===== src/rtl/fib_bcd_converter.sv =====
// Double-dabble binary-to-BCD converter, one input bit per cycle.
// Latency WIDTH cycles from accepted start to done; start is ignored while busy.
module fib_bcd_converter #(
    parameter int WIDTH  = 16,
    parameter int DIGITS = 5
) (
    input  logic                  clk,
    input  logic                  reset,
    input  logic [WIDTH-1:0]      din,
    input  logic                  start,
    output logic [4*DIGITS-1:0]   bcd,
    output logic                  busy,
    output logic                  done
);

    localparam int CW = $clog2(WIDTH + 1);

    typedef enum logic [1:0] {
        S_IDLE,
        S_SHIFT,
        S_DONE
    } state_t;

    state_t                state_q;
    logic [WIDTH-1:0]      bin_q;
    logic [WIDTH-1:0]      bin_d;
    logic [4*DIGITS-1:0]   scr_q;
    logic [4*DIGITS-1:0]   scr_d;
    logic [4*DIGITS-1:0]   scr_adj;
    logic [CW-1:0]         cnt_q;
    logic [4*DIGITS-1:0]   bcd_q;
    logic                  busy_q;
    logic                  done_q;
    logic                  last_iter;

    // Add-3 correction on every digit >= 5, then one joint left shift.
    always_comb begin
        scr_adj = scr_q;
        for (int i = 0; i < DIGITS; i++) begin
            if (scr_q[4*i +: 4] >= 4'd5) begin
                scr_adj[4*i +: 4] = scr_q[4*i +: 4] + 4'd3;
            end
        end
        {scr_d, bin_d} = {scr_adj, bin_q} << 1;
    end

    assign last_iter = (cnt_q == CW'(WIDTH - 1));

    always_ff @(posedge clk) begin
        if (reset) begin
            state_q <= S_IDLE;
            bin_q   <= '0;
            scr_q   <= '0;
            cnt_q   <= '0;
            bcd_q   <= '0;
            busy_q  <= 1'b0;
            done_q  <= 1'b0;
        end else begin
            case (state_q)
                S_IDLE, S_DONE: begin
                    if (start) begin
                        bin_q   <= din;
                        scr_q   <= '0;
                        cnt_q   <= '0;
                        busy_q  <= 1'b1;
                        done_q  <= 1'b0;
                        state_q <= S_SHIFT;
                    end
                end
                S_SHIFT: begin
                    bin_q <= bin_d;
                    scr_q <= scr_d;
                    cnt_q <= cnt_q + CW'(1);
                    // bcd_q is only touched here so the display never sees partial digits.
                    if (last_iter) begin
                        bcd_q   <= scr_d;
                        busy_q  <= 1'b0;
                        done_q  <= 1'b1;
                        state_q <= S_DONE;
                    end
                end
                default: begin
                    state_q <= S_IDLE;
                    busy_q  <= 1'b0;
                    done_q  <= 1'b0;
                end
            endcase
        end
    end

    assign bcd  = bcd_q;
    assign busy = busy_q;
    assign done = done_q;

endmodule


===== config.mk =====
export PLATFORM = sky130hd
export DESIGN_NAME = fib_bcd_converter
export DESIGN_NICKNAME = d
export VERILOG_FILES = /design/src/rtl/fib_bcd_converter.sv
export SDC_FILE = /design/constraint.sdc
export NUM_CORES = 1
export LEC_CHECK = 0
export ABC_AREA = 1
export CORE_MARGIN = 3
export CORE_UTILIZATION = 35
export DETAILED_ROUTE_END_ITERATION = 7
export PLACE_DENSITY = 0.53
export SLEW_MARGIN = 20
export SYNTH_ARGS = -nofsm -noshare
export SYNTH_HDL_FRONTEND = slang
export SYNTH_SLANG_ARGS = --single-unit

===== constraint.sdc =====
create_clock -name clk -period 1.75 [get_ports clk]
set_input_delay 0.35 -clock clk [delete_from_list [all_inputs] [get_ports clk]]
set_output_delay 0.35 -clock clk [all_outputs]
set_load 0.005 [all_outputs]

# --- Word-level counts from Yosys, hierarchy flattened ---
# Cells that the tools add are included.
totals:
  regBits: 65
  latch_bits: 0
  mem_bits_rw: 0
  romBits: 0
  input_bits: 19
  n_memories: 0
classes:
  addsub: 6
  multipliers: 0
  n_div: 0
  order_cmp: 5
  eq_ne: 5
  n_shift: 0
  muxes: 20
  n_bitwise: 0
  reduce_logical: 6
ops:
  columns: ["operator", "n"]
  rows:
  - ["$pmux W20 S2", 1]
  - ["$pmux W16 S2", 1]
  - ["$ge A4 B3 Y1 const B", 5]
  - ["$mux W20", 1]
  - ["$add A4 B2 Y4 const B", 4]
  - ["$mux W16", 1]
  - ["$mux W4", 4]
  - ["$pmux W5 S2", 1]
  - ["$reduce_and A2 Y1", 3]
  - ["$add A5 B1 Y5 const B", 1]
  - ["$eq A5 B4 Y1 const B", 1]
  - ["$mux W5", 1]
  - ["$mux W1", 4]
  - ["$mux W2", 2]
  - ["$ne A2 B2 Y1 const B", 2]
  - ["$pmux W1 S2", 2]
  - ["$pmux W2 S2", 1]
  - ["$add A3 B2 Y3 const B", 1]
  - ["$mux W3", 1]
  - ["$eq A2 B1 Y1 const B", 1]
  - ["$eq A2 B2 Y1 const B", 1]
  - ["$logic_not A2 Y1", 1]
  - ["$reduce_bool A2 Y1", 1]
  - ["$reduce_or A2 Y1", 1]

# --- Logic depth before layout (Yosys ltp) ---
depth:
  ltp_word: 4
  ltp_mapped: 10

# --- Least setup slack after synthesis ---
# Ideal clock, no wire load.
synth_timing:
  kind: "reg2reg"
  startpoint: "register cnt_q[0]"
  endpoint: "register bcd_q[13] (netlist: bcd[13])"
  setup_ns: 0.113
  arrival_ns: 1.374
  required_time_ns: 1.637
  setup_slack_ns: 0.263
  path_stages_with_launch: 11
  n_path_buf: 1
  synth_period_minus_slack_ns: 1.487
  path_cell_list: "dfxtp_1 -> ha_1 -> inv_1 -> nor3_1 -> ha_1 -> inv_1 -> nor2_4 -> inv_2 -> buf_2 -> o21ai_1 -> inv_1"
synth_via:
  elab_chain_cells: 2
synth_rtl:
  columns: ["element", "line", "rtl"]
  rows:
  - ["start: declaration", "30", "logic [CW-1:0] cnt_q;"]
  - ["start signal: assignment", "73", "cnt_q <= cnt_q + CW'(1);"]
  - ["$eq A5 B4 Y1", "47", "assign last_iter = (cnt_q == CW'(WIDTH - 1));"]
  - ["$reduce_and A2 Y1 (no source line)", null, null]
  - ["end signal: assignment", "76", "bcd_q <= scr_d;"]
  - ["end: declaration", "31", "logic [4*DIGITS-1:0] bcd_q;"]
# No other way between the ends.
# A chain may end at the register's enable or synchronous reset.

# --- Worst setup path in the final report ---
layout_timing:
  startpoint: "register cnt_q[0]"
  endpoint: "register bcd_q[1] (netlist: bcd[1])"
# Same word-level chain as after synthesis.

==> run summary <==
The post-synthesis instance total was 423. STA puts the critical path data required time at 1.98 ns. The maximum frequency from static timing analysis was 615 MHz; the area of the multi-input gates was 1530 µm².

Measured along the y axis, the die boundary spans 101 µm. The global routing stage identified its most utilized layer as met2. Family with the most delay on the worst path: buffers and inverters. The flow ran to the end, and the final reports show no timing, DRC or antenna violations.

In this run the critical register-to-register path is launched from cnt_q[0]. At the end of routability-driven placement, the weighted congestion stood at 0.774. The worst vdd rail ir drop was 0.412 mV; the routing usage on met2 was 0.232.

Mean area per synthesized cell: 7.48 µm². Overall power consumption after layout is estimated at 3.13 mW. Setup repair after global routing left no endpoint under its margin. The half-perimeter wire length after placement was 4.72 mm; the number of endpoints with negative hold slack in the final report was 0. The tools report the area enclosed by the die boundary as 10200 µm². After layout, the worst setup slack is 0.125 ns. CTS saw 64 sinks. For this design the top-level I/O count stands at 41. The number of buffers and inverters on the critical path is 5. The run gives 3 as the CTS H-tree depth. The relative area change from synthesis to final layout is 24.8%.

The data arrival time of the critical path came out at 1.85 ns. Across the run, the number of max-cap violations was 0. The leakage power total was 1.59 nW; the cell area after placement was 3650 µm². Dividing the detail-routed via count by the number of cells gives 4.81.

The largest stage delay on the critical path works out to 0.34 ns. Clock skew on the completed layout was measured at 0.0102 ns. The total core area is 8760 µm².

In the final routed layout, each cell accounts on average for 12.0 µm. The run gives 3950 µm² as the post-layout instance area. Summing all flip-flop and latch instances after layout gives 1280 µm².

In the layout the commonest cells are 123 x sky130_fd_sc_hd__nand2_1, 62 x sky130_fd_sc_hd__dfxtp_1, 48 x sky130_fd_sc_hd__inv_1. The tools report the number of search-and-repair iterations in the first detailed-routing pass as 4. For the met3 track demand over resource, the log shows 0.0422. Part of the Yosys area used for sequential elements: 0.405. The first-pass GRT wire length is 11.8 mm, and the insertion delay of the later-clocked pin in the worst-skew pair is 0.33 ns. The run gives 0.179 as the met1 usage in global routing.

The largest net degree at the start of global routing was 43; the netlist area before placement was 3160 µm². The number of antenna violations at the first check in global routing was 0; the setup slack after placement was 0.0991 ns. In the final design database the tool counted 498 nets. The placed instance count came out at 561. The critical path start-end classification was flop to flop. Once layout is complete, the cells apart from fillers number 580. In this run the core area contains 34 standard-cell rows. The worst setup path is launched from a flop.

For the worst flop-to-flop path, the logic depth is 11. The global-route usage over all layers is 0.143, and the clock slew seen by the registers of the worst setup and hold paths is 0.07 ns. The tightest hold path in the finished design has a slack of 0.454 ns. The worst register-to-register path ends at bcd[1]. After detailed routing, the total wire length is 6.96 mm. The count of cell types in the netlist is 28. For the number of antenna diodes, the log shows 0. The max-slew headroom at the worst pin was 0.656; the number of buffer cells added on primary ports was 40. The number of remaining DRC errors is 0. The tools report the post-synth net total as 454. The hold path depth came out at 1.

For this block, the initial DRC count from the detailed router was 116. The power density relative to cell area came out at 792 nW/µm². The run gives 0.451 as the final cell utilization of the core. The worst hold path begins at cnt_q[0]. The worst hold path terminates at cnt_q[0]. The final global-route overflow total was 0; the number of warning messages in the yosys log was 0. The post-route clock period utilization is 0.929, and the ratio of cells with drive above 1 in the final layout is 0.127.

Peak fanout along the critical path: 5. Counting flops and latches in the post-synthesis netlist gives 64. The most common library cell in the layout ignoring fill and taps is sky130_fd_sc_hd__nand2_1.

Setup slack on the worst reg-to-reg path comes out at 0.12 ns. Walking the worst path, the cells encountered are ha_1 -> inv_1 -> nor3_2 -> ha_1 -> inv_1 -> nor2_4 -> buf_12 -> clkbuf_16 -> o21a_1 -> o21ai_0 -> inv_1. The total via count in the routed design was 2788. By instance count, the cell type seen most on the critical path is sky130_fd_sc_hd__inv_1. For the pin with the worst max-slew slack, the measured transition is 0.516 ns.

The worst setup path is captured at a flop. The cell chosen for the clock root is sky130_fd_sc_hd__clkbuf_8. Setup violations remaining at the end of the flow were counted as 0.

The post-detailed-route count of antenna-violating nets is 0. The largest buffer count on any clock path came out at 2. TritonCTS built the clock tree.

The number of slew-limit violations in the final report is 0, and the clock buffer count from CTS is 9. The logs give 0.361 for the effective utilization at floorplan and 0 ns for the total negative slack for setup checks. The worst path in the final design needs a cycle of 1.63 ns, including I/O delays and setup. The die is 101 µm wide.

Counting the fill cells in the layout gives 886. The worst hold path belongs to the class flop to flop. The number of global-route vias before repair is 2557. The largest individual stage delay along the critical path comes from the cell sky130_fd_sc_hd__dfxtp_2.
-- cell type report --
cell class | count | area share
flip-flops and latches | 64 | 0.325
clock buffers | 14 | 0.0462
repair buffers | 53 | 0.147
multi-input cells | 287 | 0.388
clock inverters | 2 | 0.00887
well taps | 108 | 0.0342
inverters | 52 | 0.0504
-- sequential cells by signal (all words and copies together), names as in the netlist --
register / cells
bcd: 20
bin_q: 16
busy: 1
cnt_q: 5
scr_q: 20
state_q: 2
-- cell families after synthesis --
kind of cell             count (synthesis)  share of synthesized area
flip-flops                              64                      0.405
adder cells (fa/ha/maj)                 12                     0.0474
AO/OA/AOI/OAI                           92                      0.182
AND/OR/NAND/NOR                        183                      0.253
buffers and inverters                   72                      0.112
-- cells in the mapped netlist --
cell                       number  area share
sky130_fd_sc_hd__nand2_2       10       0.020
sky130_fd_sc_hd__a21oi_1       33       0.052
sky130_fd_sc_hd__a21oi_2        1      0.0028
sky130_fd_sc_hd__buf_4          3      0.0071
sky130_fd_sc_hd__o22ai_1        1      0.0020
sky130_fd_sc_hd__a21o_1         6       0.014
sky130_fd_sc_hd__nor3_1         3      0.0047
sky130_fd_sc_hd__a31oi_1        6       0.012
sky130_fd_sc_hd__nand2_4        3       0.011
sky130_fd_sc_hd__inv_2          3      0.0036
sky130_fd_sc_hd__buf_12         2       0.013
sky130_fd_sc_hd__ha_1          12       0.047
sky130_fd_sc_hd__nor2_1         8      0.0095
sky130_fd_sc_hd__nand3_1       25       0.040
sky130_fd_sc_hd__o21ai_0       25       0.040
sky130_fd_sc_hd__o21ai_1        3      0.0047
sky130_fd_sc_hd__nor2_4         1      0.0036
sky130_fd_sc_hd__a31oi_2        9       0.036
sky130_fd_sc_hd__buf_8          1      0.0047
sky130_fd_sc_hd__clkinv_2       1      0.0016
sky130_fd_sc_hd__o21a_1         8       0.019
sky130_fd_sc_hd__buf_6          3       0.011
sky130_fd_sc_hd__nand2_1      123        0.15
sky130_fd_sc_hd__inv_1         48       0.057
sky130_fd_sc_hd__buf_2          5      0.0079
sky130_fd_sc_hd__dfxtp_1       64        0.40
sky130_fd_sc_hd__nand4_1       10       0.020
sky130_fd_sc_hd__clkbuf_1       6      0.0071
-- where the power goes --
part | switching [mW] | internal, mW
sequential | 0.0246 | 1.49
clock | 0.541 | 0.813
combinational | 0.146 | 0.111
-- worst reg2reg max path, delay by kind of cell, from the launching register on --
family          cells  cell delay (ns)
buf+inv             5             0.53
fa+ha+maj           2             0.36
flops               1             0.34
compound gates      2             0.21
simple gates        2             0.09
-- how the worst max path moves through the flow --
stage / start / to / slack (ns) / depth (start not counted)
final: cnt_q[0] / bcd[1] / 0.12 / 11
after global routing: cnt_q[0] / bcd[18] / 0.005 / 11
after CTS: cnt_q[0] / bcd[14] / 0.08 / 10
after detailed placement: cnt_q[0] / bcd[14] / 0.1 / 10
after global placement: cnt_q[0] / bcd[14] / 0.08 / 10
after floorplan: cnt_q[0] / bcd[13] / 0.26 / 10
-- metal layers --
layer | vias to the layer above | wire, µm
li1 | 1475 | -
met1 | 1240 | 3280
met2 | 71 | 3250
met3 | 2 | 394
met4 | 0 | 31
met5 | - | 0
-- what timing repair did --
| item | CTS | global route |
|---|---|---|
| buffers inserted | 0 | 1 |
| hold buffers | 0 | 0 |
| endpoints found under the setup margin | 0 | 16 |
| resized for setup | 0 | 8 |
| hold endpoints to repair | 0 | 0 |
Note: power is estimated with default switching activity, not from simulation.
